### config.mk
export PLATFORM = sky130hd
export DESIGN_NAME = n_bit_adder
export DESIGN_NICKNAME = d
export VERILOG_FILES = /design/src/rtl/n_bit_adder.sv
export SDC_FILE = /design/constraint.sdc
export NUM_CORES = 1
export LEC_CHECK = 0
export ABC_CLOCK_PERIOD_IN_PS = 800
export BUFFER_PORTS_ARGS = -buffer_cell sky130_fd_sc_hd__buf_4
export CELL_PAD_IN_SITES_DETAIL_PLACEMENT = 1
export CELL_PAD_IN_SITES_GLOBAL_PLACEMENT = 1
export CORE_MARGIN = 2
export CORE_UTILIZATION = 28
export DETAILED_ROUTE_END_ITERATION = 6
export GPL_ROUTABILITY_DRIVEN = 0
export PLACE_DENSITY_LB_ADDON = 0.1
export SYNTH_ARGS = -nofsm -noshare
export SYNTH_HDL_FRONTEND = slang
export SYNTH_SLANG_ARGS = --single-unit
export TNS_END_PERCENT = 30
### constraint.sdc
create_clock -name clk -period 0.8 [get_ports clk]
set_input_delay 0.08 -clock clk [delete_from_list [all_inputs] [get_ports clk]]
set_output_delay 0.08 -clock clk [all_outputs]
set_load 0.05 [all_outputs]
### src/rtl/n_bit_adder.sv
// Registered ripple-carry adder with carry-out and signed overflow.
// One result per accepted input, one cycle of latency.
module n_bit_adder #(
  parameter int unsigned WIDTH = 4
) (
  input  logic             clk,
  input  logic             rst,
  input  logic [WIDTH-1:0] a,
  input  logic [WIDTH-1:0] b,
  input  logic             cin,
  input  logic             in_valid,
  output logic [WIDTH-1:0] sum,
  output logic             cout,
  output logic             overflow,
  output logic             out_valid
);

  logic [WIDTH:0]   w_c;
  logic [WIDTH-1:0] w_s;
  logic             w_ovf;

  logic [WIDTH-1:0] r_sum;
  logic             r_cout;
  logic             r_ovf;
  logic             r_valid;

  assign w_c[0] = cin;

  for (genvar i = 0; i < int'(WIDTH); i++) begin : g_fa
    assign w_s[i]   = a[i] ^ b[i] ^ w_c[i];
    assign w_c[i+1] = (a[i] & b[i])
                    | (w_c[i] & (a[i] ^ b[i]));
  end

  // Carry into the MSB cell differs from carry out of it.
  assign w_ovf = w_c[WIDTH] ^ w_c[WIDTH-1];

  // Capture a result on each accepted input; hold otherwise.
  always_ff @(posedge clk or posedge rst) begin
    if (rst) begin
      r_sum   <= '0;
      r_cout  <= 1'b0;
      r_ovf   <= 1'b0;
      r_valid <= 1'b0;
    end else begin
      r_valid <= in_valid;
      if (in_valid) begin
        r_sum  <= w_s;
        r_cout <= w_c[WIDTH];
        r_ovf  <= w_ovf;
      end
    end
  end

  assign sum       = r_sum;
  assign cout      = r_cout;
  assign overflow  = r_ovf;
  assign out_valid = r_valid;

endmodule

==> results of run 1 <==
state kept, by name, indices dropped and copies added, names as in the netlist:
signal / flops
sum: 4
out_valid: 1
cout: 1
overflow: 1
power by group through the flow:
stage	combinational (mW)	clock, mW	sequential (mW)
after floorplan	0.143	0	0.675
after global placement	0.538	0	0.454
after global routing	0.669	0.354	0.474
after CTS	0.631	0.331	0.468
after detailed placement	0.547	0	0.461
final	0.623	0.316	0.467
per-layer routing:
| metal | wire [microns] | vias up | share of wire, % | track usage [%] |
|---|---|---|---|---|
| li1 | - | 136 | - | - |
| met1 | 249 | 142 | 34 | 11.90 |
| met3 | 75 | 5 | 10 | 4.891 |
| met5 | 0 | - | 0 | 0 |
| met2 | 369 | 17 | 51 | 20.31 |
| met4 | 28 | 0 | 3.9 | 12.50 |
worst max path at each step:
stage / to / slack (ns) / cells after the start
after global routing: overflow / -0.88 / 10
after global placement: overflow / -1.13 / 10
after floorplan: overflow / -0.97 / 9
final: overflow / -0.83 / 10
after CTS: overflow / -0.88 / 10
after detailed placement: overflow / -1.17 / 10
final cells by class:
type | instances | area (sq um) | area share, %
clock buffers | 4 | 26.28 | 4.118
inverters | 9 | 33.78 | 5.294
repair buffers | 21 | 197.7 | 30.98
well taps | 15 | 18.77 | 2.941
multi-input cells | 13 | 186.4 | 29.22
flip-flops and latches | 7 | 175.2 | 27.45
what timing repair did:
| action | in CTS | in global routing |
|---|---|---|
| cloned | 0 | 0 |
| hold buffers | 1 | 0 |
| hold endpoints to repair | 7 | 0 |
| resized for setup | 18 | 0 |
| setup buffers | 1 | 0 |
| endpoints found under the setup margin | 12 | 12 |
| pin swaps | 7 | 4 |
worst max-delay path, delay by kind of cell:
family	cells	cell delay, ns
xor+xnor	1	0.06
mux	1	0.25
fa+ha+maj	4	1.11
buf+inv	4	0.25
per-stage QoR:
step	hold WS (ns)	util, %	instance area [sq um]
floorplan	-0.1166	-	386.6
global placement	0.01744	41.77	536.8
detailed placement	0.03009	41.77	536.8
CTS	0.03629	49.66	638.1
global route	0.03755	49.66	638.1
finish	0.04255	49.66	638.1
synth_stat cells (all sizes together):
cell   count
mux2i      1
a21oi      2
mux2       3
nor2       2
buf        1
inv        9
fa         4
xnor2      1
dfrtp      7
kinds of logic (layout without fill, tap and decap cells):
family / Yosys count / count (layout) / synth area share [%]
buffers and inverters: 10 / 34 / 11.80
DFF: 7 / 7 / 45.90
adders and majority gates: 4 / 4 / 20.98
muxes: 4 / 4 / 14.43
AOI/OAI and AO/OA: 2 / 2 / 2.623
and+or+nand+nor: 2 / 2 / 1.968
xor gates and xnor gates: 1 / 1 / 2.296
==> results.yml, run 1 <==
floorplan:
  die_w_microns: 40.92
  fp.dieArea_sq_um: 1674
  initial_core_util_pct: 29.70
  rows: 13
  pin_count: 19
  coreArea_sq_um: 1285
  fp.dieH_microns: 40.92
clock_tree:
  cts_max_level: 1
  clockBufferDepth: 2
  clkTransAtPathRegs_ns: 0.05
  cts_buffers: 3
  clock_sinks: 7
  insertion_delay_ns: 0.25
  tritoncts: "built"
  root_buffer: "clkbuf_4"
route:
  routed_wl_microns: 722
  viasPerCell: 4.348
  drt-wirelength-per-cell_microns: 10.46
  dr.pass1.iters: 2
  drc_errors: 0
  drtAntennaViolNets: 0
  drtIter0Drc: 2
  vias: 300
power_and_ir_drop:
  total_power_mw: 1.406
  p_switching_mw: 0.5185
  internal-power_mw: 0.8878
  power_frac_clock_pct: 22.5
  power.leakage_nw: 0.3247
  p_comb_share_pct: 44.3
  swShare_pct: 36.87
  cellPowerDensity_nw_per_um2: 2204
  p_seq_share_pct: 33.2
  ir_drop_mv: 0.7513
synth:
  avgSynthCellArea_sq_um: 12.72
  seq_area_frac_synth_pct: 45.90
  syn_nets: 46
  syn_inst: 30
  synth_area_leader_cell: "dfrtp_1"
  yosys_warnings: 0
  yosys.cell_types.count: 9
  synth_top_area_share_pct: 45.90
  netlist_area_sq_um: 381.6
  yosys-top-cells-area: "dfrtp_1, fa_1, mux2_4"
  synth-seq-cells: 7
setup_path:
  required_ns: 0.93
  cp_cell_sequence: "buf_6 > fa_2 > inv_2 > fa_2 > inv_2 > fa_2 > inv_2 > fa_2 > xnor2_2 > mux2_4"
  cp_max_fo: 2
  critical_path.slowest_cell: "fa_2"
  crit_arrival_ns: 1.76
  start_kind: "input pin"
  r2r-start: "overflow"
  end_kind: "register"
  r2r_slack_ns: 0.02
  setup.worst_path.class: "in2reg"
  max_stage_delay_ns: 0.37
  worstReg2RegEnd: "overflow"
  rr_worst_depth: 1
  path_common_cell: "fa_2"
  crit_start: "a[0]"
hold_path:
  whs_path_depth: 1
  hp-start: "in_valid"
  hp-class: "in2reg"
  worstHoldEndpoint: "out_valid"
final_layout:
  fin_cells: 69
  fill_cells: 143
  final_nets: 71
  n_antenna_cell: 0
  layout-drive-gt1-share_pct: 66.67
  syn2layout_area_growth_pct: 67.21
  final_cell_mix: "buf_6, buf_4, dfrtp_1"
timing:
  rsz0062_at_grt: "yes"
  setup_slack_ns: -0.8318
  fmax_ghz: 0.6128
  tightest_slew_ns: 0.2514
  slew_headroom_pct: 83.22
  hold_viol: 0
  setup_viol: 12
  drv_slew: 0
  finalCritPeriodShare_pct: 204.0
  setup_tns_ns: -3.566
  min_period_ns: 1.632
  finalClockSkew_ns: 0
grt:
  grt_pass1_vias: 322
  grt.total_usage_pct: 12.64
  grt_max_degree: 10
  grt_pass1_wl_microns: 1235
  antenna_found_initial: 0
  grt-ovfl-total: 0
flow_run:
  cap_violations: 0
place:
  portBuffers: 18
  placedCellCount: 63
  pre_cts_slack_ns: -1.171
  hpwl_microns: 622.6
outcome:
  status: "finished with violations"
  violations: "negative setup slack"
No activity file was read; power rests on OpenSTA's default activity.
==> run 2: changes to the inputs <==
--- a/config.mk
+++ b/config.mk
@@ -6,7 +6,7 @@
 export NUM_CORES = 1
 export LEC_CHECK = 0
 export ABC_CLOCK_PERIOD_IN_PS = 800
-export BUFFER_PORTS_ARGS = -buffer_cell sky130_fd_sc_hd__buf_4
+export BUFFER_PORTS_ARGS = -buffer_cell sky130_fd_sc_hd__buf_2
 export CELL_PAD_IN_SITES_DETAIL_PLACEMENT = 1
 export CELL_PAD_IN_SITES_GLOBAL_PLACEMENT = 1
 export CORE_MARGIN = 2
==> results.yml, run 2 (synthesis results as in run 1) <==
outcome:
  status: "finished with violations"
  violations: "negative setup slack"
power_and_ir_drop:
  p_switching_mw: 0.5424
  power_frac_clock_pct: 23.8
  cellPowerDensity_nw_per_um2: 2303
  ir_drop_mv: 0.8130
  p_seq_share_pct: 32.9
  swShare_pct: 38.49
  power.leakage_nw: 0.3148
  internal-power_mw: 0.8667
  p_comb_share_pct: 43.4
  total_power_mw: 1.409
floorplan:
  coreArea_sq_um: 1285
  initial_core_util_pct: 29.70
  die_w_microns: 40.92
  rows: 13
  fp.dieArea_sq_um: 1674
  fp.dieH_microns: 40.92
  pin_count: 19
timing:
  slew_headroom_pct: 83.17
  setup_tns_ns: -3.600
  tightest_slew_ns: 0.2522
  finalCritPeriodShare_pct: 201.6
  drv_slew: 0
  finalClockSkew_ns: 0
  rsz0062_at_grt: "yes"
  min_period_ns: 1.613
  setup_viol: 12
  fmax_ghz: 0.6201
  setup_slack_ns: -0.8125
  hold_viol: 0
setup_path:
  start_kind: "input pin"
  cp_max_fo: 2
  crit_arrival_ns: 1.80
  required_ns: 0.99
  setup.worst_path.class: "in2reg"
  end_kind: "register"
clock_tree:
  clock_sinks: 7
  tritoncts: "built"
  insertion_delay_ns: 0.26
  cts_max_level: 1
  cts_buffers: 3
  clockBufferDepth: 2
  clkTransAtPathRegs_ns: 0.05
  root_buffer: "clkbuf_4"
route:
  routed_wl_microns: 836
  drtIter0Drc: 0
  vias: 288
  drtAntennaViolNets: 0
  dr.pass1.iters: 1
  drc_errors: 0
  viasPerCell: 4.174
  drt-wirelength-per-cell_microns: 12.12
grt:
  grt-ovfl-total: 0
  grt_pass1_wl_microns: 1352
  grt_pass1_vias: 321
  grt_max_degree: 10
  antenna_found_initial: 0
  grt.total_usage_pct: 15.03
final_layout:
  layout-drive-gt1-share_pct: 66.67
  final_util_pct: 47.61
  n_antenna_cell: 0
  fill_cells: 147
  regArea_sq_um: 175.2
  final_cell_mix: "buf_6, buf_2, dfrtp_1"
  syn2layout_area_growth_pct: 60.33
  final_common_cell: "buf_6"
  largest_register_ffs: 4
  final_nets: 71
  multi_input_area_sq_um: 178.9
place:
  portBuffers: 18
  hpwl_microns: 706.1
hold_path:
  hp-class: "in2reg"
flow_run:
  cap_violations: 0
[run 2: critical path, stage by stage]
cell     delay [ns]
buf_6          0.09
fa_2           0.37
inv_2          0.06
fa_2           0.18
inv_2          0.04
fa_2           0.35
inv_2          0.07
fa_2           0.43
a21oi_2        0.13
[run 2: path summary, 6_finish.rpt]
path	from	cells after the start	to	slack, ns
hold reg to reg	sum[0]	1	sum[0]	0.54
setup / recovery	cin	9	sum[3]	-0.81
max in group asynchronous	rst	3	sum[3]	0.31
min in group asynchronous	rst	3	cout	0.28
setup reg to reg	overflow	1	overflow	0.02
hold / removal	in_valid	1	out_valid	0.07
[run 2: metrics by stage]
step                instance area, sq um  hold slack (ns)  setup WS (ns)  cells
floorplan                          386.6          -0.1166        -0.9715     30
global placement                   491.7         0.007218         -1.113     63
detailed placement                 491.7          0.02453         -1.180     63
CTS                                608.1          0.06162        -0.8493     69
global route                       611.8          0.07881        -0.8792     69
finish                             611.8          0.07010        -0.8125     69
[run 2: power groups by stage]
| stage | clock [mW] | sequential, mW | combinational, mW |
|---|---|---|---|
| CTS | 0.345 | 0.466 | 0.613 |
| global route | 0.361 | 0.473 | 0.653 |
| detailed placement | 0 | 0.457 | 0.503 |
| global placement | 0 | 0.451 | 0.485 |
| finish | 0.335 | 0.463 | 0.611 |
| floorplan | 0 | 0.675 | 0.143 |
[run 2: area by class of cell]
type	instances	share of cell area (%)
Clock inverter	1	0.8180
Sequential cell	7	28.63
Tap cell	15	3.067
Timing Repair Buffer	21	29.04
Inverter	9	5.521
Multi-Input combinational cell	13	29.24
Clock buffer	3	3.681
[run 2: what timing repair did]
item                                    in CTS  in global routing
hold buffers                                 1                  0
endpoints found under the setup margin      12                 12
endpoints found under the hold margin        7                  0
setup buffers                                1                  0
resized for setup                           23                  1
pin swaps                                    7                  4
[run 2: per-layer routing]
metal / GRT usage [%] / up-vias / wire length, microns
met1: 12.59 / 135 / 281
met2: 24.61 / 16 / 443
met5: 0 / - / 0
met4: 20.00 / 0 / 51
met3: 4.348 / 4 / 59
li1: - / 133 / -
